$ cat src/rtl/video_frame_tracker.sv
// Frame tracker ahead of the blur filter: one-stage re-timing of an SOP/EOP pixel stream,
// with pixel coordinates, frame-framing repair, per-frame blur level latch and statistics.
module video_frame_tracker #(
    parameter int unsigned IMG_WIDTH  = 320,
    parameter int unsigned IMG_HEIGHT = 240,
    parameter int unsigned DATA_W     = 12,
    parameter int unsigned CNT_W      = 16
) (
    input  logic              clk,
    input  logic              rst_n,
    input  logic              valid_in,
    output logic              ready_out,
    input  logic              startofpacket_in,
    input  logic              endofpacket_in,
    input  logic [DATA_W-1:0] data_in,
    input  logic [2:0]        freq_flag_in,
    output logic              valid_out,
    input  logic              ready_in,
    output logic              startofpacket_out,
    output logic              endofpacket_out,
    output logic [DATA_W-1:0] data_out,
    output logic [8:0]        x_out,
    output logic [7:0]        y_out,
    output logic [2:0]        freq_flag_out,
    output logic [CNT_W-1:0]  frame_count,
    output logic [CNT_W-1:0]  err_count
);

    localparam int unsigned    X_W      = 9;
    localparam int unsigned    Y_W      = 8;
    localparam logic [X_W-1:0] LAST_X   = X_W'(IMG_WIDTH - 1);
    localparam logic [Y_W-1:0] LAST_Y   = Y_W'(IMG_HEIGHT - 1);
    localparam logic [2:0]     FREQ_MAX = 3'd2;

    // IDLE: silent drop (reset or after a short frame); DONE: a full frame just ended,
    // the first non-SOP beat marks a long frame; DRAIN: silent drop after that.
    typedef enum logic [1:0] {
        S_IDLE   = 2'd0,
        S_ACTIVE = 2'd1,
        S_DONE   = 2'd2,
        S_DRAIN  = 2'd3
    } state_t;

    state_t            r_state;
    state_t            w_state_nx;

    logic              r_valid;
    logic              r_sop;
    logic              r_eop;
    logic [DATA_W-1:0] r_data;
    logic [X_W-1:0]    r_x_out;
    logic [Y_W-1:0]    r_y_out;
    logic [2:0]        r_freq;
    logic [CNT_W-1:0]  r_frames;
    logic [CNT_W-1:0]  r_err;
    logic [X_W-1:0]    r_x;
    logic [Y_W-1:0]    r_y;

    logic              w_ready;
    logic              w_accept;
    logic              w_fwd;
    logic              w_sop;
    logic              w_eop;
    logic              w_latch;
    logic              w_frame_inc;
    logic [1:0]        w_err_inc;
    logic [X_W-1:0]    w_pos_x;
    logic [Y_W-1:0]    w_pos_y;
    logic [X_W-1:0]    w_nx_x;
    logic [Y_W-1:0]    w_nx_y;
    logic [CNT_W:0]    w_err_sum;
    logic [CNT_W-1:0]  w_err_nx;

    assign w_ready   = !r_valid || ready_in;
    assign w_accept  = valid_in && w_ready;
    assign ready_out = w_ready;

    always_ff @(posedge clk or negedge rst_n) begin
        if (!rst_n) begin
            r_state <= S_IDLE;
        end else begin
            r_state <= w_state_nx;
        end
    end

    // Per-beat decision: forward or drop, pixel position, framing repair and error accounting.
    always_comb begin
        w_state_nx  = r_state;
        w_fwd       = 1'b0;
        w_sop       = 1'b0;
        w_eop       = 1'b0;
        w_latch     = 1'b0;
        w_frame_inc = 1'b0;
        w_err_inc   = 2'd0;
        w_pos_x     = r_x;
        w_pos_y     = r_y;
        w_nx_x      = r_x;
        w_nx_y      = r_y;

        if (w_accept) begin
            case (r_state)
                S_ACTIVE: begin
                    w_fwd = 1'b1;
                    if (startofpacket_in) begin
                        w_sop     = 1'b1;
                        w_latch   = 1'b1;
                        w_pos_x   = '0;
                        w_pos_y   = '0;
                        w_err_inc = 2'd1;
                    end
                end
                S_IDLE, S_DONE, S_DRAIN: begin
                    if (startofpacket_in) begin
                        w_fwd   = 1'b1;
                        w_sop   = 1'b1;
                        w_latch = 1'b1;
                        w_pos_x = '0;
                        w_pos_y = '0;
                    end else if (r_state == S_DONE) begin
                        w_err_inc  = 2'd1;
                        w_state_nx = S_DRAIN;
                    end
                end
                default: w_state_nx = S_IDLE;
            endcase

            // A forwarded beat closes the frame on the last pixel or on an upstream EOP.
            if (w_fwd) begin
                if (w_pos_x == LAST_X && w_pos_y == LAST_Y) begin
                    w_eop       = 1'b1;
                    w_frame_inc = 1'b1;
                    w_state_nx  = S_DONE;
                    w_nx_x      = '0;
                    w_nx_y      = '0;
                end else if (endofpacket_in) begin
                    w_eop      = 1'b1;
                    w_err_inc  = w_err_inc + 2'd1;
                    w_state_nx = S_IDLE;
                    w_nx_x     = '0;
                    w_nx_y     = '0;
                end else begin
                    w_state_nx = S_ACTIVE;
                    if (w_pos_x == LAST_X) begin
                        w_nx_x = '0;
                        w_nx_y = w_pos_y + Y_W'(1);
                    end else begin
                        w_nx_x = w_pos_x + X_W'(1);
                        w_nx_y = w_pos_y;
                    end
                end
            end
        end
    end

    assign w_err_sum = {1'b0, r_err} + (CNT_W+1)'(w_err_inc);
    assign w_err_nx  = w_err_sum[CNT_W] ? '1 : w_err_sum[CNT_W-1:0];

    // Output stage holds its beat until the consumer takes it.
    always_ff @(posedge clk or negedge rst_n) begin
        if (!rst_n) begin
            r_valid  <= 1'b0;
            r_sop    <= 1'b0;
            r_eop    <= 1'b0;
            r_data   <= '0;
            r_x_out  <= '0;
            r_y_out  <= '0;
            r_freq   <= 3'd0;
            r_frames <= '0;
            r_err    <= '0;
            r_x      <= '0;
            r_y      <= '0;
        end else begin
            if (w_fwd) begin
                r_valid <= 1'b1;
                r_sop   <= w_sop;
                r_eop   <= w_eop;
                r_data  <= data_in;
                r_x_out <= w_pos_x;
                r_y_out <= w_pos_y;
                r_x     <= w_nx_x;
                r_y     <= w_nx_y;
            end else if (ready_in) begin
                r_valid <= 1'b0;
            end
            if (w_latch) begin
                r_freq <= (freq_flag_in <= FREQ_MAX) ? freq_flag_in : 3'd0;
            end
            if (w_frame_inc) begin
                r_frames <= r_frames + CNT_W'(1);
            end
            r_err <= w_err_nx;
        end
    end

    assign valid_out         = r_valid;
    assign startofpacket_out = r_sop;
    assign endofpacket_out   = r_eop;
    assign data_out          = r_data;
    assign x_out             = r_x_out;
    assign y_out             = r_y_out;
    assign freq_flag_out     = r_freq;
    assign frame_count       = r_frames;
    assign err_count         = r_err;

endmodule
$ cat config.mk
export PLATFORM = sky130hd
export DESIGN_NAME = video_frame_tracker
export DESIGN_NICKNAME = d
export VERILOG_FILES = /design/src/rtl/video_frame_tracker.sv
export SDC_FILE = /design/constraint.sdc
export NUM_CORES = 1
export LEC_CHECK = 0
export BUFFER_PORTS_ARGS = -buffer_cell sky130_fd_sc_hd__buf_2
export CAP_MARGIN = 20
export CORE_MARGIN = 1.5
export CORE_UTILIZATION = 42
export CTS_BUF_LIST = sky130_fd_sc_hd__clkbuf_4
export DETAILED_ROUTE_END_ITERATION = 8
export SKIP_LAST_GASP = 1
export SLEW_MARGIN = 40
export SYNTH_ARGS = -nofsm -noshare
export SYNTH_HDL_FRONTEND = slang
export SYNTH_SLANG_ARGS = --single-unit
$ cat constraint.sdc
create_clock -name clk -period 3.84 [get_ports clk]
set_input_delay 0.192 -clock clk [delete_from_list [all_inputs] [get_ports clk]]
set_output_delay 0.192 -clock clk [all_outputs]
set_load 0.005 [all_outputs]
==> run summary <==
die width -> 102 um
final setup vio count -> 0
Worst setup SP type -> flip-flop
Rows -> 35
Seq pwr share -> 0.545
CTS Root Cell -> clkbuf_4
Post-Syn Area -> 0.00410 mm^2
Layout Cells excl Fill -> 659
sequential area share after synthesis -> 0.525
Fmax achieved -> 297 MHz
max_slew headroom -> 0.501
share of the synthesized area in the top cell type -> 0.525
RSZ-0062 raised after global routing -> no
P_sw -> 0.526 mW
final setup TNS -> 0 ps
vias per cell -> 5.07
CP Data Arrival Time -> 3730 ps
post-synth top area cell -> dfrtp_1
XOR/XNOR Fraction of Synth Area -> 0.0598
initial antenna violation count -> 0
CP max FO -> 13
boundary pin count -> 89
max_cap viols -> 0
Post-Synth Adder-Cell Area -> 0.0232
Top FF cell, synth -> dfrtp_1
Post-synth EDFFs -> 0
# H-tree levels -> 3
clock buffer depth -> 2
mux share of post-synthesis cell area -> 0.0162
Clock Sinks -> 86
crit-path cells -> nor2b_1 > ha_1 > nand4b_1 > nor2_1 > nand3_1 > nand3b_1 > a21oi_1 > ha_1 > inv_1 > fa_1 > and3b_1 > nand3_1 > nor3_1 > nand4_1 > buf_4 > o21ai_0
Hold WC Path Type -> input port to flip-flop
skew final -> 26.8 ps
Die ar. -> 0.0104 mm^2
leak pwr -> 2.56 nW
fin util -> 0.535
asr flop ratio synth -> 1.00
Hold Fails Final Rpt -> 0
Mapped Avg Cell Area -> 9.79 um^2
wire per inst -> 13.6 um
Initial Util -> 0.438
largest family of logic cells by synthesized area -> simple AND/OR/NAND/NOR gates
Synth-to-Final Area Change -> 22.3%
Comb pwr share -> 0.152
pin count of the biggest net entering global routing -> 64
Synth Register Bits -> 86
DP Wirelength -> 6120 um
Die Ht -> 102 um
cell area power density -> 381 mW/mm^2
vias in the first global route -> 3129
Yosys cell types -> 54
Clock Latency Late Sink -> 430 ps
Ys Warns -> 0
synth top area cells -> dfrtp_1 52%, nand2_1 9.2%, xnor2_1 3.8%
CTS buffer count -> 9
Setup Crit Path Kind -> flip-flop to flip-flop
Slew @ Worst Pin -> 743 ps
internal power -> 1.39 mW
hold slack final -> 32.8 ps
first-pass GRT wire length -> 15100 um
delay-heaviest family, CP -> simple AND/OR/NAND/NOR gates
Slew Limit Fails -> 0
core area -> 0.00937 mm^2
ANT nets after route -> 0
CTS clk-pin slew, worst paths -> 140 ps
postcts setup bufs -> 0
Final #Nets -> 553
WHS Path Cells -> 4
Tmin final -> 3360 ps
CTS tree -> built
GRT overflow -> 0
ant diodes -> 0
Fill cells -> 892
worst path required time -> 4200 ps
Starting DRT DRC Count -> 114
All-Layer GR Usage -> 0.187
DR pass1 iterations -> 4
crit end category -> flip-flop
outcome -> finished clean
Syn Inst Count -> 419
worst vdd ir -> 0.196 mV
Clk network pwr share -> 0.302
Synth Area in Compound Gates -> 0.0955
Net Count, Synth -> 447
Port-buffer cells -> 88
Worst path depth -> 16
via count -> 3339
ratio of cells with drive above 1 in the final layout -> 0.242
CP peak stage delay -> 420 ps
Critical path buffers and inverters -> 2
CP max stage cell -> dfrtp_1
Net Sw Frac -> 0.275
DRC -> 0
simple-gate share of the synthesized area -> 0.252
DRT Wirelength -> 8930 um
fin crit share -> 0.876
reg2reg path depth -> 16
Tot Pwr -> 1.91 mW
GPL Wtd Cong -> 0.852
CTS-repair resized insts -> 0
Placed Instances -> 627
## per-layer routing
layer,GRT usage,vias to the layer above,part of all wire
met5,0,-,0
met1,0.253,1600,0.47
met3,0.0421,8,0.046
met4,0.0577,0,0.011
li1,-,1652,-
met2,0.299,79,0.47
## cells by family after synthesis
family,count (synthesis)
simple gates,204
flops,86
compound gates,61
xor+xnor,28
buf+inv,27
fa+ha+maj,7
mux,6
## what timing repair did
action                     CTS  global route
hold endpoints to repair    76             0
hold buffers                16             0
setup endpoints to repair    0             0
## worst reg2reg max path: stages, from the launching register on
cell and delay [ps]:
dfrtp_1 420, nor2b_1 150, ha_1 250, nand4b_1 190, nor2_1 80, nand3_1 160, nand3b_1 100, a21oi_1 160
ha_1 180, inv_1 50, fa_1 390, and3b_1 280, nand3_1 120, nor3_1 340, nand4_1 160, buf_4 210
o21ai_0 80
## state kept, by name (all words and copies together) (netlist names)
| register | flops |
|---|---|
| data_out | 12 |
| endofpacket_out | 1 |
| err_count | 16 |
| frame_count | 16 |
| freq_flag_out | 3 |
| r_state | 2 |
| r_x | 9 |
| r_y | 8 |
| startofpacket_out | 1 |
| valid_out | 1 |
| x_out | 9 |
| y_out | 8 |
## per-stage QoR
step	setup WS [ps]	area (um^2)
after floorplan	256	4100
after global placement	548	4690
after detailed placement	382	4690
after CTS	454	5010
after global routing	222	5010
final	475	5010
## final cells by class
class | instances | area [um^2] | share of cell area
multi-input combinational | 306 | 1830 | 0.365
sequential | 86 | 2150 | 0.429
clock inverter | 6 | 86.3 | 0.0172
clock buffer | 10 | 75.1 | 0.0150
tap | 129 | 161 | 0.0322
timing repair buffer | 113 | 674 | 0.134
inverter | 9 | 33.8 | 0.00674
## power groups by stage
stage	registers [mW]	logic, mW	clock network, mW
6_report	1.04	0.291	0.578
5_1_grt	1.06	0.336	0.639
4_1_cts	1.04	0.296	0.602
3_5_place_dp	1.06	0.283	0
3_3_place_gp	1.06	0.277	0
2_1_floorplan	1.06	0.141	0
## synth_stat cells, types with 6 or more instances
library cell	number
nand2_1	101
dfrtp_1	86
o21ai_0	27
nand3_1	18
xnor2_1	18
nor2_1	16
nand4_1	13
nand2b_1	12
clkbuf_1	11
xor2_1	10
and3_1	9
inv_1	9
ha_1	6
nor2b_1	6
## cells in the final DEF (no fill, tap or decap), types with 3 or more instances in the layout
master         Yosys  layout
xnor2_1           18      18
and3_1             9       9
xor2_1            10      10
o21ai_1            4       4
o41ai_1            3       3
mux2_2             4       4
nand3b_1           3       3
o31ai_1            5       5
nor2b_1            6       6
nand2b_1          12      12
and3b_1            3       3
dlygate4sd3_1      0      16
nand2_1          101     101
nand3_1           18      18
o21ai_2            3       3
or2_2              3       3
buf_4              1       9
a21oi_1            5       5
nor3_1             4       4
clkbuf_4           0      10
buf_2              3      87
ha_1               6       6
nor2_1            16      16
dfrtp_1           86      86
nand4_1           13      13
o21ai_0           27      27
inv_1              9       9
nand4b_1           3       3
## final timing paths
check	start	endpoint	slack [ps]
setup reg to reg	r_y[1]	err_count[5]	480
max in group asynchronous	rst_n	x_out[5]	2800
hold reg to reg	frame_count[15]	frame_count[15]	470
hold / removal	freq_flag_in[1]	freq_flag_out[0]	30
setup / recovery	r_y[1]	err_count[5]	480
min in group asynchronous	rst_n	frame_count[5]	280
(Power assumes the default switching activity.)
